<file path="src/rtl/systolic_ctrl_if.sv">
// Handshake bundle between the systolic controller and its host side.
//   in_valid/in_ready/in_data    : input beat stream (weights, biases, samples)
//   res_valid/res_ready/res_data : drained accumulator results
//   res_idx                      : PE index carried with each result
// master = host/loader side, slave = controller side.
interface systolic_ctrl_if #(
  parameter int DW = 4,
  parameter int AW = 8
);
  logic          in_valid;
  logic          in_ready;
  logic [DW-1:0] in_data;
  logic          res_valid;
  logic          res_ready;
  logic [AW-1:0] res_data;
  logic [1:0]    res_idx;

  modport master (
    output in_valid, in_data, res_ready,
    input  in_ready, res_valid, res_data, res_idx
  );

  modport slave (
    input  in_valid, in_data, res_ready,
    output in_ready, res_valid, res_data, res_idx
  );
endinterface

</file>
<file path="src/rtl/systolic_ctrl.sv">
// Sequencer for a 4-PE linear systolic array.
// A single input stream carries 4 weights, 4 biases and N samples; the
// controller turns them into per-PE load strobes and a skewed accumulate
// enable, waits for the last sample to reach the final PE, then drains the
// four accumulators through a valid/ready result port.
// Ports:
//   clk, rst_n            : clock, async active-low reset
//   start, num_samples    : job launch (sampled in IDLE) and sample count N
//   busy, done            : job status, done is a one-cycle pulse
//   bus (slave)           : input beat stream and result stream
//   arr_*_in              : data/weight/bias buses into the array
//   pe_weight_en/bias_en  : one-hot load strobes, one cycle after the beat
//   pe_acc_en             : per-PE accumulate enable (valid pipe)
//   drain_sel/arr_acc_out : array accumulator select and its muxed output
module systolic_ctrl #(
  parameter int NUM_PE = 4,
  parameter int DW     = 4,
  parameter int AW     = 8
) (
  input  logic              clk,
  input  logic              rst_n,
  input  logic              start,
  input  logic [3:0]        num_samples,
  output logic              busy,
  output logic              done,
  systolic_ctrl_if.slave    bus,
  output logic [DW-1:0]     arr_data_in,
  output logic [DW-1:0]     arr_weight_in,
  output logic [DW-1:0]     arr_bias_in,
  output logic [NUM_PE-1:0] pe_weight_en,
  output logic [NUM_PE-1:0] pe_bias_en,
  output logic [NUM_PE-1:0] pe_acc_en,
  output logic [1:0]        drain_sel,
  input  logic [AW-1:0]     arr_acc_out
);

  typedef enum logic [2:0] {
    IDLE, LOAD_W, LOAD_B, STREAM, FLUSH, DRAIN, DONE
  } state_t;

  localparam logic [NUM_PE-1:0] ONE = NUM_PE'(1);

  state_t            state, state_nxt;
  logic [1:0]        k;        // beat index in LOAD_W/LOAD_B, cycle index in FLUSH
  logic [3:0]        num;      // latched N
  logic [3:0]        s_cnt;    // samples accepted so far
  logic [1:0]        res_idx;
  logic [NUM_PE-1:0] vld_pipe;

  logic in_fire, res_fire, stream_fire, k_inc;

  assign in_fire     = bus.in_valid & bus.in_ready;
  assign res_fire    = bus.res_valid & bus.res_ready;
  assign stream_fire = (state == STREAM) & in_fire;
  assign k_inc       = (((state == LOAD_W) || (state == LOAD_B)) && in_fire) ||
                       (state == FLUSH);

  assign pe_acc_en   = vld_pipe;
  assign drain_sel   = res_idx;
  assign bus.res_idx = res_idx;

  // state register
  always_ff @(posedge clk or negedge rst_n) begin
    if (!rst_n) state <= IDLE;
    else        state <= state_nxt;
  end

  // next-state
  always_comb begin
    state_nxt = state;
    unique case (state)
      IDLE:   if (start) state_nxt = LOAD_W;
      LOAD_W: if (in_fire && k == 2'd3) state_nxt = LOAD_B;
      LOAD_B: if (in_fire && k == 2'd3) state_nxt = (num == 4'd0) ? FLUSH : STREAM;
      STREAM: if (in_fire && s_cnt == num - 4'd1) state_nxt = FLUSH;
      // Four cycles is exactly the skew for the last sample to reach PE 3.
      FLUSH:  if (k == 2'd3) state_nxt = DRAIN;
      DRAIN:  if (res_fire && res_idx == 2'd3) state_nxt = DONE;
      DONE:   state_nxt = IDLE;
      default: state_nxt = IDLE;
    endcase
  end

  // state-decoded outputs; they fall to zero as soon as reset forces IDLE
  always_comb begin
    busy          = (state != IDLE);
    done          = (state == DONE);
    bus.in_ready  = (state == LOAD_W) || (state == LOAD_B) || (state == STREAM);
    bus.res_valid = (state == DRAIN);
    bus.res_data  = (state == DRAIN) ? arr_acc_out : '0;
  end

  // datapath: strobes, valid pipe, counters
  always_ff @(posedge clk or negedge rst_n) begin
    if (!rst_n) begin
      k             <= '0;
      num           <= '0;
      s_cnt         <= '0;
      res_idx       <= '0;
      vld_pipe      <= '0;
      arr_data_in   <= '0;
      arr_weight_in <= '0;
      arr_bias_in   <= '0;
      pe_weight_en  <= '0;
      pe_bias_en    <= '0;
    end else begin
      // strobes and data are single-cycle unless re-armed by a beat;
      // a bubble shifts a zero into the valid pipe
      pe_weight_en <= '0;
      pe_bias_en   <= '0;
      arr_data_in  <= '0;
      vld_pipe     <= {vld_pipe[NUM_PE-2:0], stream_fire};

      if (state_nxt != state) k <= '0;
      else if (k_inc)         k <= k + 2'd1;

      unique case (state)
        IDLE: if (start) begin
          num     <= num_samples;
          s_cnt   <= '0;
          res_idx <= '0;
        end
        LOAD_W: if (in_fire) begin
          arr_weight_in <= bus.in_data;
          pe_weight_en  <= ONE << k;
        end
        LOAD_B: if (in_fire) begin
          arr_bias_in <= bus.in_data;
          pe_bias_en  <= ONE << k;
        end
        STREAM: if (in_fire) begin
          arr_data_in <= bus.in_data;
          s_cnt       <= s_cnt + 4'd1;
        end
        DRAIN: if (res_fire) res_idx <= res_idx + 2'd1;
        default: ;
      endcase
    end
  end

endmodule

</file>
<file path="src/flat_wrapper.sv">
// flat-port wrapper written by rule: the top's interface ports become plain ports
module systolic_ctrl_flat 
#(
  parameter int NUM_PE = 4,
  parameter int DW     = 4,
  parameter int AW     = 8
)
  (clk, rst_n, start, num_samples, busy, done, arr_data_in, arr_weight_in, arr_bias_in, pe_weight_en, pe_bias_en, pe_acc_en, drain_sel, arr_acc_out, bus_in_valid, bus_in_data, bus_res_ready, bus_in_ready, bus_res_valid, bus_res_data, bus_res_idx);
  systolic_ctrl_if #(.DW(DW), .AW(AW)) bus_i ();
  input  logic clk;
  input  logic rst_n;
  input  logic start;
  input  logic [3:0] num_samples;
  output logic busy;
  output logic done;
  output logic [DW-1:0] arr_data_in;
  output logic [DW-1:0] arr_weight_in;
  output logic [DW-1:0] arr_bias_in;
  output logic [NUM_PE-1:0] pe_weight_en;
  output logic [NUM_PE-1:0] pe_bias_en;
  output logic [NUM_PE-1:0] pe_acc_en;
  output logic [1:0] drain_sel;
  input  logic [AW-1:0] arr_acc_out;
  input wire logic [$bits(bus_i.in_valid)-1:0] bus_in_valid;
  input wire logic [$bits(bus_i.in_data)-1:0] bus_in_data;
  input wire logic [$bits(bus_i.res_ready)-1:0] bus_res_ready;
  output wire logic [$bits(bus_i.in_ready)-1:0] bus_in_ready;
  output wire logic [$bits(bus_i.res_valid)-1:0] bus_res_valid;
  output wire logic [$bits(bus_i.res_data)-1:0] bus_res_data;
  output wire logic [$bits(bus_i.res_idx)-1:0] bus_res_idx;
  assign bus_i.in_valid = bus_in_valid;
  assign bus_i.in_data = bus_in_data;
  assign bus_i.res_ready = bus_res_ready;
  assign bus_in_ready = bus_i.in_ready;
  assign bus_res_valid = bus_i.res_valid;
  assign bus_res_data = bus_i.res_data;
  assign bus_res_idx = bus_i.res_idx;
  systolic_ctrl #(.NUM_PE(NUM_PE), .DW(DW), .AW(AW)) u_core (.clk(clk), .rst_n(rst_n), .start(start), .num_samples(num_samples), .busy(busy), .done(done), .bus(bus_i), .arr_data_in(arr_data_in), .arr_weight_in(arr_weight_in), .arr_bias_in(arr_bias_in), .pe_weight_en(pe_weight_en), .pe_bias_en(pe_bias_en), .pe_acc_en(pe_acc_en), .drain_sel(drain_sel), .arr_acc_out(arr_acc_out));
endmodule
</file>
<file path="config.mk">
export PLATFORM = sky130hd
export DESIGN_NAME = systolic_ctrl_flat
export DESIGN_NICKNAME = d
export VERILOG_FILES = /design/src/rtl/systolic_ctrl_if.sv /design/src/rtl/systolic_ctrl.sv /design/src/flat_wrapper.sv
export SDC_FILE = /design/constraint.sdc
export NUM_CORES = 1
export LEC_CHECK = 0
export CORE_MARGIN = 2
export CORE_UTILIZATION = 45
export CTS_CLUSTER_DIAMETER = 200
export DETAILED_ROUTE_END_ITERATION = 8
export HOLD_SLACK_MARGIN = 0.03
export MAX_ROUTING_LAYER = met4
export PLACE_DENSITY = 0.88
export REMOVE_ABC_BUFFERS = 1
export SYNTH_ARGS = -nofsm -noshare
export SYNTH_HDL_FRONTEND = slang
export SYNTH_SLANG_ARGS = --single-unit
</file>
<file path="constraint.sdc">
create_clock -name clk -period 2.2 [get_ports clk]
set_input_delay 0.55 -clock clk [delete_from_list [all_inputs] [get_ports clk]]
set_output_delay 0.55 -clock clk [all_outputs]
set_load 0.02 [all_outputs]
</file>
=== Word-level counts from Yosys, hierarchy flattened ===
Cells that the tools add are included.

* Register bits: 39
* Input port bits: 21
* Output and inout bits: 40
* Word-level logic and storage cells: 72

* $add $sub $neg: 4
* Equal/unequal tests: 13
* Shift-type cells: 1
* Mux-type cells: 22
* Bitwise logic cells: 3
* Reduce and logical (&&, ||, !) cells: 18

{| class="wikitable"
|+ Operators by type and width
! cell !! number
|-
| 2-to-1 mux 4 bit || 7
|-
| 2-to-1 mux 3 bit || 7
|-
| case mux 3 bit (6 select lines) || 1
|-
| == test 3 bit, second input constant || 3
|-
| 2-to-1 mux 2 bit || 4
|-
| 2-to-1 mux 8 bit || 1
|-
| case mux 4 bit (2 select lines) || 1
|-
| == test 3 x 2 -> 1 bit, second input constant || 2
|-
| AND reduction 2 bit || 3
|-
| AND reduction 3 bit || 2
|-
| nonzero test 2 bit || 3
|-
| adder 2 x 1 -> 2 bit, second input constant || 2
|-
| adder 4 x 1 -> 4 bit, second input constant || 1
|-
| == test 2 bit, second input constant || 2
|-
| == test 4 bit || 1
|-
| logical AND 1 bit || 4
|-
| logical NOT 4 bit || 1
|-
| != test 2 bit, second input constant || 2
|-
| case mux 2 bit (2 select lines) || 1
|-
| << shifter 1 x 2 -> 4 bit, first input constant || 1
|-
| subtractor 4 x 1 -> 4 bit, second input constant || 1
|-
| AND 1 bit || 3
|-
| == test 3 x 1 -> 1 bit, second input constant || 1
|-
| logical NOT 3 bit || 1
|-
| 4 further kinds || 6
|}

=== Logic depth before layout (Yosys ltp) ===
* Depth in word-level cells: 9
* Gate-level depth with buffers: 6
* Mapped depth without buffers: 6

=== Worst setup path before layout ===
OpenSTA, ideal clock, no wires.

* Kind: register -> output
* Start point: reg u_core.state[1]
* End point: out bus_res_data[0]
* Arrival time: 1.494 ns
* Required time: 1.650 ns
* Setup slack: 0.156 ns
* Cell stages (with the launch flop): 5
* Buffers on the path: 1
* Cells stage by stage: dfrtp_1 buf_2 nand2b_1 nor2_1 and2_1

* Word-level cells in the longest chain between the ends: 2

{| class="wikitable"
|+ RTL lines
! element !! RTL line !! source
|-
| start: declaration || systolic_ctrl.sv:43 || <nowiki>state_t state, state_nxt;</nowiki>
|-
| start signal: assignment || systolic_ctrl.sv:65 || <nowiki>else state <= state_nxt;</nowiki>
|-
| == test 3 bit || -- ||
|-
| net bus_res_valid || flat_wrapper.sv:28 || <nowiki>output wire logic [$bits(bus_i.res_valid)-1:0] bus_res_valid;</nowiki>
|-
| 2-to-1 mux 8 bit || systolic_ctrl.sv:90 || <nowiki>bus.res_data = (state == DRAIN) ? arr_acc_out : '0;</nowiki>
|-
| end: declaration || flat_wrapper.sv:29 || <nowiki>output wire logic [$bits(bus_i.res_data)-1:0] bus_res_data;</nowiki>
|}

The timed path passes the listed nets, and every way through them passes these cells.

=== Worst setup path in the final report ===
* Start point: reg u_core.state[1]
* End point: out bus_res_data[5]

* Word-level cells in the longest chain between the ends: 2

{| class="wikitable"
|+ RTL lines
! element !! RTL line
|-
| == test 3 bit || systolic_ctrl.sv:90
|-
| 2-to-1 mux 8 bit || systolic_ctrl.sv:90
|}

Every way passes these cells.

==> metrics.txt <==
register share of total power=33.5%; yosys warns=0; CP Cell Sequence=nand2b_1 -> nor2_1 -> buf_4 -> and2_1 -> clkdlybuf4s15_1; Setup Skew=3.496 ps; dpl cell area=0.002635 mm2; ant diodes=0; worst stage delay on the critical path=390 ps; First-pass DRT Iterations=4; Root Buffer=clkbuf_8; unique cell type count in the Yosys netlist=40; # hold bufs at CTS=0; synth top area cells=dfrtp_1 (50%), and2_1 (7.4%), mux2_2 (5.2%); startpoint types=register; Clock Path Buffers=2; drc violations=0; overall routed net length=4165 um; WS Path Type=reg2out; via-per-instance ratio=5.158; Hold Crit Class=in2async; area grow syn2layout=41.61%; WP data required=1650 ps; cell internal pwr=2047 uW; register bit total from synthesis=39; clk slew on worst S/H paths=80 ps; antenna violations before repair=0; critical path's slowest cell=dfrtp_1; Syn Area/Cell=10.66 um2; Worst Path Buf+Inv=2; crit-path max FO=10; Arr. time, crit path=1550 ps; number of flops mapped to enable cells by yosys=0; ys async rst share=100.0%; largest area contributor in the netlist=dfrtp_1; Relative slew margins=67.91%; sequential area share after synthesis=50.32%; final hold vios=0; postcts setup bufs=0; Max Slew Vio Count=0; largest net degree at the start of global routing=40; Die Y=69.65 um; TritonCTS Sinks=39; top-count cell post-synth=dfrtp_1; first-pass GRT wire length=7148 um; power after layout=3281 uW; RSZ-0062 raised after global routing=no; mapped cell area=0.001939 mm2; combinational cell fraction of total power=47.9%; Ports=61; latest clock arrival within the worst-skew pair=300 ps; fin crit period=2095 ps; setup tns final=0 ps; top_reg_cell synth=dfrtp_1; TritonCTS Buffers=5; post-synth top area share=50.32%; row count=23; Final Cell Area=0.002746 mm2; NetSw=1235 uW; P_leak=0.001236 uW; GRT overflow=0; Setup violations, final=0; routability cong.=0.8820; Max-Cap Viols=0; via count=1568; Post-synth top cells=dfrtp_1 (39), and2_1 (23), nand2_1 (17), mux2_2 (9); CTS tree=built; port bufs=60; DIE WIDTH=69.65 um; vias in the first global route=1582; Power Density=1195 mW/mm2; Tcrit/Tclk final=95.24%; critical path capture point type=output port; post-synthesis instance total=182; Post-DRT Antenna Nets=0; Initial Util=47.46%; GRT Overall Usage=19.09%; nets@finish=282; filler instances=319; peak supply drop=0.0005400 V; sw frac=37.63%; mean routed wirelength per cell=13.70 um; CP delay by family, top=buffers and inverters; proportion of layout cells with a drive suffix above 1=15.75%; f_max=477.3 MHz; Slew @ Worst Pin=481.4 ps; DIE AREA=0.004851 mm2; H-tree depth=2; 1st-iter DRT viols=68; Clock Power Share=18.6%; status=finished clean; DP HPWL=3107 um; Core Box Area=0.004086 mm2
-- worst register-to-register path: cells and delay by family (launching register included) --
kind / cells / cell delay [ps]
flops: 1 / 400
simple gates: 1 / 280
xor+xnor: 1 / 140
buf+inv: 1 / 100
compound gates: 2 / 480
fa+ha+maj: 1 / 310
-- per-layer routing --
layer	vias up	part of all wire, %	wire [um]	GRT usage, %
li1	760	-	-	-
met1	744	42	1732	21.27
met2	55	50	2082	32.16
met3	9	6.1	256	5.814
met4	0	2.3	94	7.479
met5	-	0	0	-
-- flip-flops by register name, summed over array words and instances (netlist names), 3 cells and up --
name	cells
u_core.arr_data_in	4
u_core.pe_bias_en	4
u_core.pe_weight_en	4
u_core.state	3
u_core.pe_acc_en	4
u_core.arr_weight_in	4
u_core.num	4
u_core.arr_bias_in	4
u_core.s_cnt	4
-- final timing paths --
kind / from / endpoint / slack [ps] / cells after the start
hold / removal: rst_n / u_core.arr_data_in[0] / 290 / 2
max in group asynchronous: rst_n / u_core.bus.res_idx[0] / 1580 / 2
hold reg to reg: u_core.pe_acc_en[1] / u_core.pe_acc_en[2] / 380 / 0
min in group clk: u_core.pe_acc_en[1] / u_core.pe_acc_en[2] / 380 / 0
setup reg to reg: u_core.num[0] / u_core.state[0] / 340 / 6
setup / recovery: u_core.state[1] / bus_res_data[5] / 100 / 5
-- through the flow --
step | setup WS [ps] | instances | utilization, % | hold slack, ps
floorplan | 84.48 | 172 | - | 254.4
global route | 10.23 | 304 | 67.21 | 335.7
CTS | 63.28 | 304 | 67.09 | 296.8
finish | 104.8 | 304 | 67.21 | 289.2
detailed placement | -75.57 | 296 | 64.48 | 370.3
global placement | -53.80 | 296 | 64.48 | 355.4
-- layout by cell type (no fill, tap or decap), drive strengths merged, types with 6 or more instances in the layout --
master,count
inv,9
buf,15
clkdlybuf4s50,47
dfrtp,39
ha,8
o21ai,7
clkdlybuf4s15,7
and2,23
nor2,9
clkbuf,6
nand2,17
mux2,9
-- final cells by class --
class	instances	area, um2	share of cell area (%)
multi-input combinational	125	870.8	31.71
inverter	8	30.03	1.093
sequential	39	975.9	35.54
timing repair buffer	74	690.7	25.15
clock buffer	5	68.82	2.506
clock inverter	3	47.55	1.731
tap	50	62.56	2.278
-- power groups by stage --
| stage | Combinational, uW | Sequential [uW] | Clock, uW |
|---|---|---|---|
| 3_3_place_gp | 1550 | 1090 | 0 |
| 3_5_place_dp | 1590 | 1110 | 0 |
| 5_1_grt | 1720 | 1130 | 663 |
| 6_report | 1570 | 1100 | 612 |
| 4_1_cts | 1580 | 1100 | 634 |
| 2_1_floorplan | 727 | 1290 | 0 |
-- cell families (layout without fill, tap and decap cells) --
kind of cell | Yosys count | in the layout | synth area share (%)
and+or+nand+nor | 76 | 76 | 22.26
DFF | 39 | 39 | 50.32
AOI/OAI and AO/OA | 24 | 24 | 8.387
buffers and inverters | 18 | 90 | 5.032
muxes | 9 | 9 | 5.226
adders and majority gates | 8 | 8 | 5.161
xor gates and xnor gates | 8 | 8 | 3.613
-- timing repair --
item / CTS / global route
pin swaps: 0 / 0
resized for setup: 13 / 9
endpoints found under the setup margin: 12 / 8
No activity file was read; power rests on OpenSTA's default activity.
